## config.mk

```make
export PLATFORM = sky130hd
export DESIGN_NAME = dist_bcd_display
export DESIGN_NICKNAME = d
export VERILOG_FILES = /design/src/rtl/dist_bcd_display.sv
export SDC_FILE = /design/constraint.sdc
export NUM_CORES = 1
export LEC_CHECK = 0
export CAP_MARGIN = 10
export CORE_MARGIN = 10
export CORE_UTILIZATION = 57
export DETAILED_ROUTE_END_ITERATION = 6
export HOLD_SLACK_MARGIN = 0.02
export PLACE_DENSITY_LB_ADDON = 0.1
export SLEW_MARGIN = 0
export SYNTH_ARGS = -nofsm -noshare
export SYNTH_HDL_FRONTEND = slang
export SYNTH_SLANG_ARGS = --single-unit
```

## constraint.sdc

```tcl
create_clock -name clk_1m -period 2.47 [get_ports clk_1m]
set_clock_uncertainty 0.1 [all_clocks]
set_input_delay 0.494 -clock clk_1m [delete_from_list [all_inputs] [get_ports clk_1m]]
set_output_delay 0.494 -clock clk_1m [all_outputs]
set_load 0.05 [all_outputs]
```

## src/rtl/dist_bcd_display.sv

```systemverilog
`default_nettype none
// ============================================================================
// Module   : dist_bcd_display
// Purpose  : Converts the 20-bit ranging distance (0.1 mm units) to 7 BCD
//            digits with a sequential double-dabble engine, then scans those
//            digits onto an 8-digit active-low seven-segment display. The
//            decimal point marks the 0.1 mm digit.
// Ports    : clk_1m    - 1 MHz system clock
//            rst       - asynchronous active-low reset
//            dis_count - distance in 0.1 mm, unsigned
//            an        - digit enables, active-low one-hot, bit 0 rightmost
//            seg       - segments, active-low {dp,g,f,e,d,c,b,a}
//            bcd_out   - latched BCD result, digit 6 in [27:24]
//            conv_busy - high while a conversion is running
// Options  : LEADING_ZERO_BLANK_EN - blank leading zeros on digits 6..2
// Revision : 1.0 - initial release
// ============================================================================
module dist_bcd_display #(
    parameter int SCAN_DIV = 1000
) (
    input  logic        clk_1m,
    input  logic        rst,
    input  logic [19:0] dis_count,
    output logic [7:0]  an,
    output logic [7:0]  seg,
    output logic [27:0] bcd_out,
    output logic        conv_busy
);

    localparam logic [15:0] C_SCAN_LAST = 16'(SCAN_DIV - 1);
    localparam logic [4:0]  C_ITER_LAST = 5'd19;

    typedef enum logic [1:0] {
        ST_IDLE  = 2'd0,
        ST_SHIFT = 2'd1,
        ST_DONE  = 2'd2
    } state_t;

    state_t      state_q;
    logic [19:0] last_val_q;
    logic [19:0] bin_q;
    logic [27:0] acc_q;
    logic [4:0]  iter_q;

    // Add 3 to every nibble that is 5 or more, so the following left shift
    // carries correctly into the next decimal digit.
    function automatic logic [27:0] dabble_adjust(input logic [27:0] b);
        logic [27:0] r;
        r = b;
        for (int i = 0; i < 7; i++) begin
            if (b[4*i +: 4] >= 4'd5) begin
                r[4*i +: 4] = b[4*i +: 4] + 4'd3;
            end
        end
        return r;
    endfunction

    // Active-high {g,f,e,d,c,b,a}; codes above 9 map to blank.
    function automatic logic [6:0] seg7_decode(input logic [3:0] n);
        logic [6:0] s;
        case (n)
            4'd0:    s = 7'h3F;
            4'd1:    s = 7'h06;
            4'd2:    s = 7'h5B;
            4'd3:    s = 7'h4F;
            4'd4:    s = 7'h66;
            4'd5:    s = 7'h6D;
            4'd6:    s = 7'h7D;
            4'd7:    s = 7'h07;
            4'd8:    s = 7'h7F;
            4'd9:    s = 7'h6F;
            default: s = 7'h00;
        endcase
        return s;
    endfunction

    logic [27:0] acc_adj;
    assign acc_adj = dabble_adjust(acc_q);

    // ------------------------------------------------------------------
    // Conversion FSM
    // ------------------------------------------------------------------
    always_ff @(posedge clk_1m or negedge rst) begin
        if (!rst) begin
            state_q    <= ST_IDLE;
            last_val_q <= '0;
            bin_q      <= '0;
            acc_q      <= '0;
            iter_q     <= '0;
            bcd_out    <= '0;
            conv_busy  <= 1'b0;
        end else begin
            case (state_q)
                ST_IDLE: begin
                    if (dis_count != last_val_q) begin
                        last_val_q <= dis_count;
                        bin_q      <= dis_count;
                        acc_q      <= '0;
                        iter_q     <= '0;
                        conv_busy  <= 1'b1;
                        state_q    <= ST_SHIFT;
                    end
                end
                ST_SHIFT: begin
                    // {acc,bin} shifted left by one after adjustment.
                    acc_q <= {acc_adj[26:0], bin_q[19]};
                    bin_q <= {bin_q[18:0], 1'b0};
                    if (iter_q == C_ITER_LAST) begin
                        state_q <= ST_DONE;
                    end else begin
                        iter_q <= iter_q + 5'd1;
                    end
                end
                ST_DONE: begin
                    bcd_out   <= acc_q;
                    conv_busy <= 1'b0;
                    state_q   <= ST_IDLE;
                end
                default: state_q <= ST_IDLE;
            endcase
        end
    end

    // ------------------------------------------------------------------
    // Digit scan
    // ------------------------------------------------------------------
    logic [15:0] scan_cnt_q, scan_cnt_d;
    logic [2:0]  digit_q, digit_d;
    logic [7:0]  an_d, seg_d;
    logic [3:0]  nib [8];
    logic [7:0]  blank;

    always_comb begin
        scan_cnt_d = scan_cnt_q + 16'd1;
        digit_d    = digit_q;
        if (scan_cnt_q == C_SCAN_LAST) begin
            scan_cnt_d = '0;
            digit_d    = digit_q + 3'd1;
        end
    end

`ifdef LEADING_ZERO_BLANK_EN
    logic zero_above;
`endif

    always_comb begin
        for (int k = 0; k < 7; k++) begin
            nib[k] = bcd_out[4*k +: 4];
        end
        nib[7] = 4'd0;
        // Digit 7 is permanently blank.
        blank = 8'b1000_0000;
`ifdef LEADING_ZERO_BLANK_EN
        // A digit is blank when it and every digit above it are zero;
        // digits 1 and 0 always show so zero reads "0.0".
        zero_above = 1'b1;
        for (int k = 6; k >= 2; k--) begin
            zero_above = zero_above & (nib[k] == 4'd0);
            blank[k]   = zero_above;
        end
`endif
        an_d = ~(8'b1 << digit_q);
        if (blank[digit_q]) begin
            seg_d = 8'hFF;
        end else begin
            seg_d = {~(digit_q == 3'd1), ~seg7_decode(nib[digit_q])};
        end
    end

    always_ff @(posedge clk_1m or negedge rst) begin
        if (!rst) begin
            scan_cnt_q <= '0;
            digit_q    <= '0;
            an         <= 8'hFF;
            seg        <= 8'hFF;
        end else begin
            scan_cnt_q <= scan_cnt_d;
            digit_q    <= digit_d;
            an         <= an_d;
            seg        <= seg_d;
        end
    end

endmodule
`default_nettype wire

```

==> summary by stage <==
Logic synthesis
When the netlist entered floorplanning its net count stood at 685. The share of flip-flops with an asynchronous set or reset is 1.00. By area the synthesized netlist is led by dfrtp_1 (45%), nand2_1 (6.2%), dfstp_2 (6.1%). The Yosys step of the flow raised 0 warnings.

The sequential area share after synthesis is 0.509. The number of synthesized flops with an enable pin is 0. The cell with the most instances after synthesis is dfrtp_1. The total standard cell area after synthesis is 6880 um2.

dfrtp_1 takes more of the synthesized area than any other cell. The area fraction of the dominant cell type after synthesis is 0.448. After synthesis the netlist holds a flip-flop and latch count of 139. The most used flip-flop cell after synthesis is dfrtp_1. After synthesis, the most frequently instantiated cells are dfrtp_1 (123), nand2_1 (114), o21ai_0 (46). Averaged over all synthesized cells, the footprint is 10.8 um2.

The number of distinct library cells after synthesis is 46. The cell count after synthesis is 636.

Critical path
At the worst endpoint, the required time is 2.67 ns. The sort of element at the start of the critical path is a primary input. The depth of the worst register-to-register path is 6.

The standard cell with the maximum stage delay on the critical path is clkdlybuf4s50_1. The cell type group with the largest total delay on the critical path is buffers and inverters. The reg-to-reg endpoint is bin_q[10]$_DFFE_PN0P_. The critical path goes through clkdlybuf4s50_1, xor2_1, nor4_1, nand3_1, o31a_2, buf_12, mux2_4. Setup slack on the worst reg-to-reg path comes out at 0.25 ns. The startpoint identified for the worst register-to-register timing path is last_val_q[16]$_DFFE_PN0P_. The worst setup path is captured at a flop. The largest stage delay on the critical path is 0.44 ns. The data arrival time of the critical path is 2.59 ns. The number of buffer and inverter instances along the worst setup path is 2. The startpoint-to-endpoint class of the critical path is primary input to flop. The largest driver fanout on the critical path is 19.

Clock tree
Clock tree synthesis selected as its root buffer the cell clkbuf_16. The maximum buffer depth of the clock tree is 2. The TritonCTS clock tree is yes. The number of buffers added by the clock tree synthesis step is 17. The tree built by TritonCTS fans out to 139 sinks. The H-tree level count is 4. The post-CTS setup-driven buffer insertion count is 0.

The clock network latency to the later pin of the worst-skew pair is 0.42 ns. The clock transition at the registers of the reported paths is 0.06 ns.

Global route
The first global-routing pass estimated 24700 um of wire. The number of global-route vias before repair is 5132. The pin count of the biggest net entering global routing is 62.

In the global route stage, overall resource usage came out at 0.184. The number of antenna violations at the first check in global routing is 0. After global routing the overflow that remains totals 0.

Die
The vertical extent of the die is 130 um. The horizontal die dimension is 130 um. The effective utilization at floorplan is 0.577. Row generation in the floorplan step produced 40 rows. The region available for standard cell placement spans 11900 um2. During I/O placement, the number of pins put on the boundary was 67.

The die covers 16900 um2.

Power
Cell internal power was estimated by the tool at 6.40 mW. Of the total power, registers draw 0.352. For this design the static power due to leakage is 3.99 nW. Of the total power, the share spent switching nets is 0.370. The power density of the placed cells is 1190 nW/um2. The worst-case IR drop observed on VDD is 0.918 mV. The share of total power in the clock network is 0.243. The power spent charging and discharging nets is 3.76 mW. The share of total power dissipated in combinational logic is 0.404.

Total power for the finished layout comes to 10.2 mW.

Layout
At the end of the flow, the number of nets in the layout was 788. In the final layout, the share of cells above drive strength 1 is 0.201. The number of inserted diodes is 0. After routing the design area is 8560 um2. The sequential cell area is 3500 um2. The footprint of the multi-input gates is 3110 um2. The number of fill cells in the layout is 855. For this run, the share of the core covered by cells in the final layout is 0.718. After the flow finishes, the layout carries non-filler instances totaling 899. Relative to the synthesized area, the layout overhead comes to 24.5%.

STA
The sum of negative setup slack is 0 ns. The headroom to the max-slew limit is 0.559. Setup repair after global routing left no endpoint under its margin. Static timing analysis puts the maximum clock frequency at 0.419 GHz. The number of endpoints failing setup at the final stage is 0. At the pin with the least slew margin, the transition time is 0.660 ns. The count of pins over their slew limit is 0. The final count of hold timing violations is 0. Of the available clock period, the critical path in the final layout requires 0.966. For the finished layout, the period the worst path requires is 2.39 ns.

Placement
Once detailed placement completed, the half-perimeter wirelength came to 10700 um. Port buffering added 66 buffers. The final RePlAce weighted congestion is 0.797.

The placed instance count is 866. The standard cell area after detailed placement is 7980 um2.

Hold path
The endpoint of the worst hold path is scan_cnt_q[15]$_DFF_PN0_. The depth of the worst hold-timing path is 1. The class of the most critical hold timing path is flop to flop. The beginning of the worst hold path is scan_cnt_q[15]$_DFF_PN0_.

Route
The post-detailed-route wirelength per cell is 16.6 um. In the routed layout, each cell is associated on average with a via count of 5.51. The number of nets still failing antenna checks after routing is 0. The number of DRC markers in iteration 0 is 313. After detailed routing, the number of remaining DRC violations is 0. The number of optimization iterations in the first detailed-route pass is 4. For this block, the routed nets add up to 14900 um of wire.

The routed layout has 4955 vias.

Run
The reported max-cap violation count is 0.

Run status
The flow ran to the end, and the final reports show no timing, DRC or antenna violations.
==> how the worst max path moves through the flow <==
stage                     slack [ns]  depth (start not counted)                    start               endpoint
final                           0.08                          7            dis_count[16]  bin_q[10]$_DFFE_PN0P_
after detailed placement       -0.34                          7            dis_count[16]  bin_q[10]$_DFFE_PN0P_
after global routing          0.0004                          7            dis_count[16]  bin_q[10]$_DFFE_PN0P_
after CTS                       0.10                          7            dis_count[16]  bin_q[10]$_DFFE_PN0P_
after global placement         -0.32                          7            dis_count[16]   bin_q[9]$_DFFE_PN0P_
after floorplan                 0.24                          6  bcd_out[21]$_DFFE_PN0P_       seg[1]$_DFF_PN1_
==> registers in the layout, indices dropped and copies added (netlist names) <==
| register | flops |
|---|---|
| digit_q | 3 |
| an | 8 |
| iter_q | 5 |
| conv_busy | 1 |
| bcd_out | 28 |
| state_q | 2 |
| bin_q | 20 |
| scan_cnt_q | 16 |
| acc_q | 28 |
| seg | 8 |
| last_val_q | 20 |
==> layer usage <==
layer	share of wire	track usage	wire, um	up-vias
li1	-	-	-	2369
met1	0.42	0.212	6310	2430
met2	0.50	0.315	7420	134
met3	0.058	0.0507	863	22
met4	0.021	0.0847	310	0
met5	0	0	0	-
==> stage by stage <==
stage / worst slack [ns] / hold WS (ns)
final: 0.0835 / 0.382
after global routing: 0.000450 / 0.412
after CTS: 0.100 / 0.378
after detailed placement: -0.342 / 0.366
after global placement: -0.320 / 0.349
after floorplan: 0.240 / 0.0984
==> cell families (layout without fill, tap and decap cells) <==
group / Yosys count / count (layout) / synth area share
compound gates: 111 / 111 / 0.104
xor+xnor: 49 / 49 / 0.0624
fa+ha+maj: 27 / 27 / 0.0491
buf+inv: 60 / 176 / 0.0389
flops: 139 / 139 / 0.509
mux: 62 / 62 / 0.113
simple gates: 188 / 188 / 0.123
==> worst register-to-register path, stage by stage, from the launching register on <==
cell and delay, ns:
dfrtp_1 0.38, xor2_1 0.16, nor4_1 0.40, nand3_1 0.21, o31a_2 0.36, buf_12 0.18
mux2_4 0.32
==> power by group through the flow <==
stage / Combinational (mW) / Sequential [mW] / Clock [mW]
3_3_place_gp: 3.96 / 3.57 / 0
4_1_cts: 4.15 / 3.58 / 2.51
6_report: 4.11 / 3.58 / 2.47
3_5_place_dp: 4.12 / 3.60 / 0
2_1_floorplan: 2.27 / 4.17 / 0
5_1_grt: 4.47 / 3.68 / 2.60
==> what timing repair did <==
item | in CTS | in global routing
endpoints found under the hold margin | 58 | 0
hold buffers | 1 | 0
resized for setup | 0 | 0
==> area by class of cell <==
type	count	area share
Clock buffer	23	0.0559
Clock inverter	9	0.0110
Inverter	36	0.0158
Multi-Input combinational cell	437	0.364
Sequential cell	139	0.409
Tap cell	147	0.0215
Timing Repair Buffer	108	0.123
==> placed cells by master (no fill, tap or decap), types with 3 or more instances in the layout <==
cell type	netlist	routed
dfrtp_1	123	123
o22ai_2	12	12
a21oi_1	22	22
nor3b_1	4	4
mux2_2	29	29
a21o_1	3	3
xnor2_1	20	20
xor2_1	29	29
nor2_1	17	17
nand3_1	9	9
o21bai_1	5	5
clkbuf_1	12	3
clkbuf_8	0	3
a31oi_1	8	8
o21ai_0	46	46
dfstp_2	16	16
nand2_1	114	114
buf_4	3	35
clkinv_2	0	6
nor2b_1	9	8
inv_1	36	36
mux2i_1	13	13
nor3_1	5	5
nand2b_1	5	5
nor4_1	6	6
mux2_4	17	17
buf_12	0	6
and3_1	6	6
o211ai_1	5	5
nand3b_1	3	3
mux4_2	3	3
ha_1	27	27
clkdlybuf4s50_1	0	65
clkbuf_16	0	17
No activity file was read; power rests on OpenSTA's default activity.
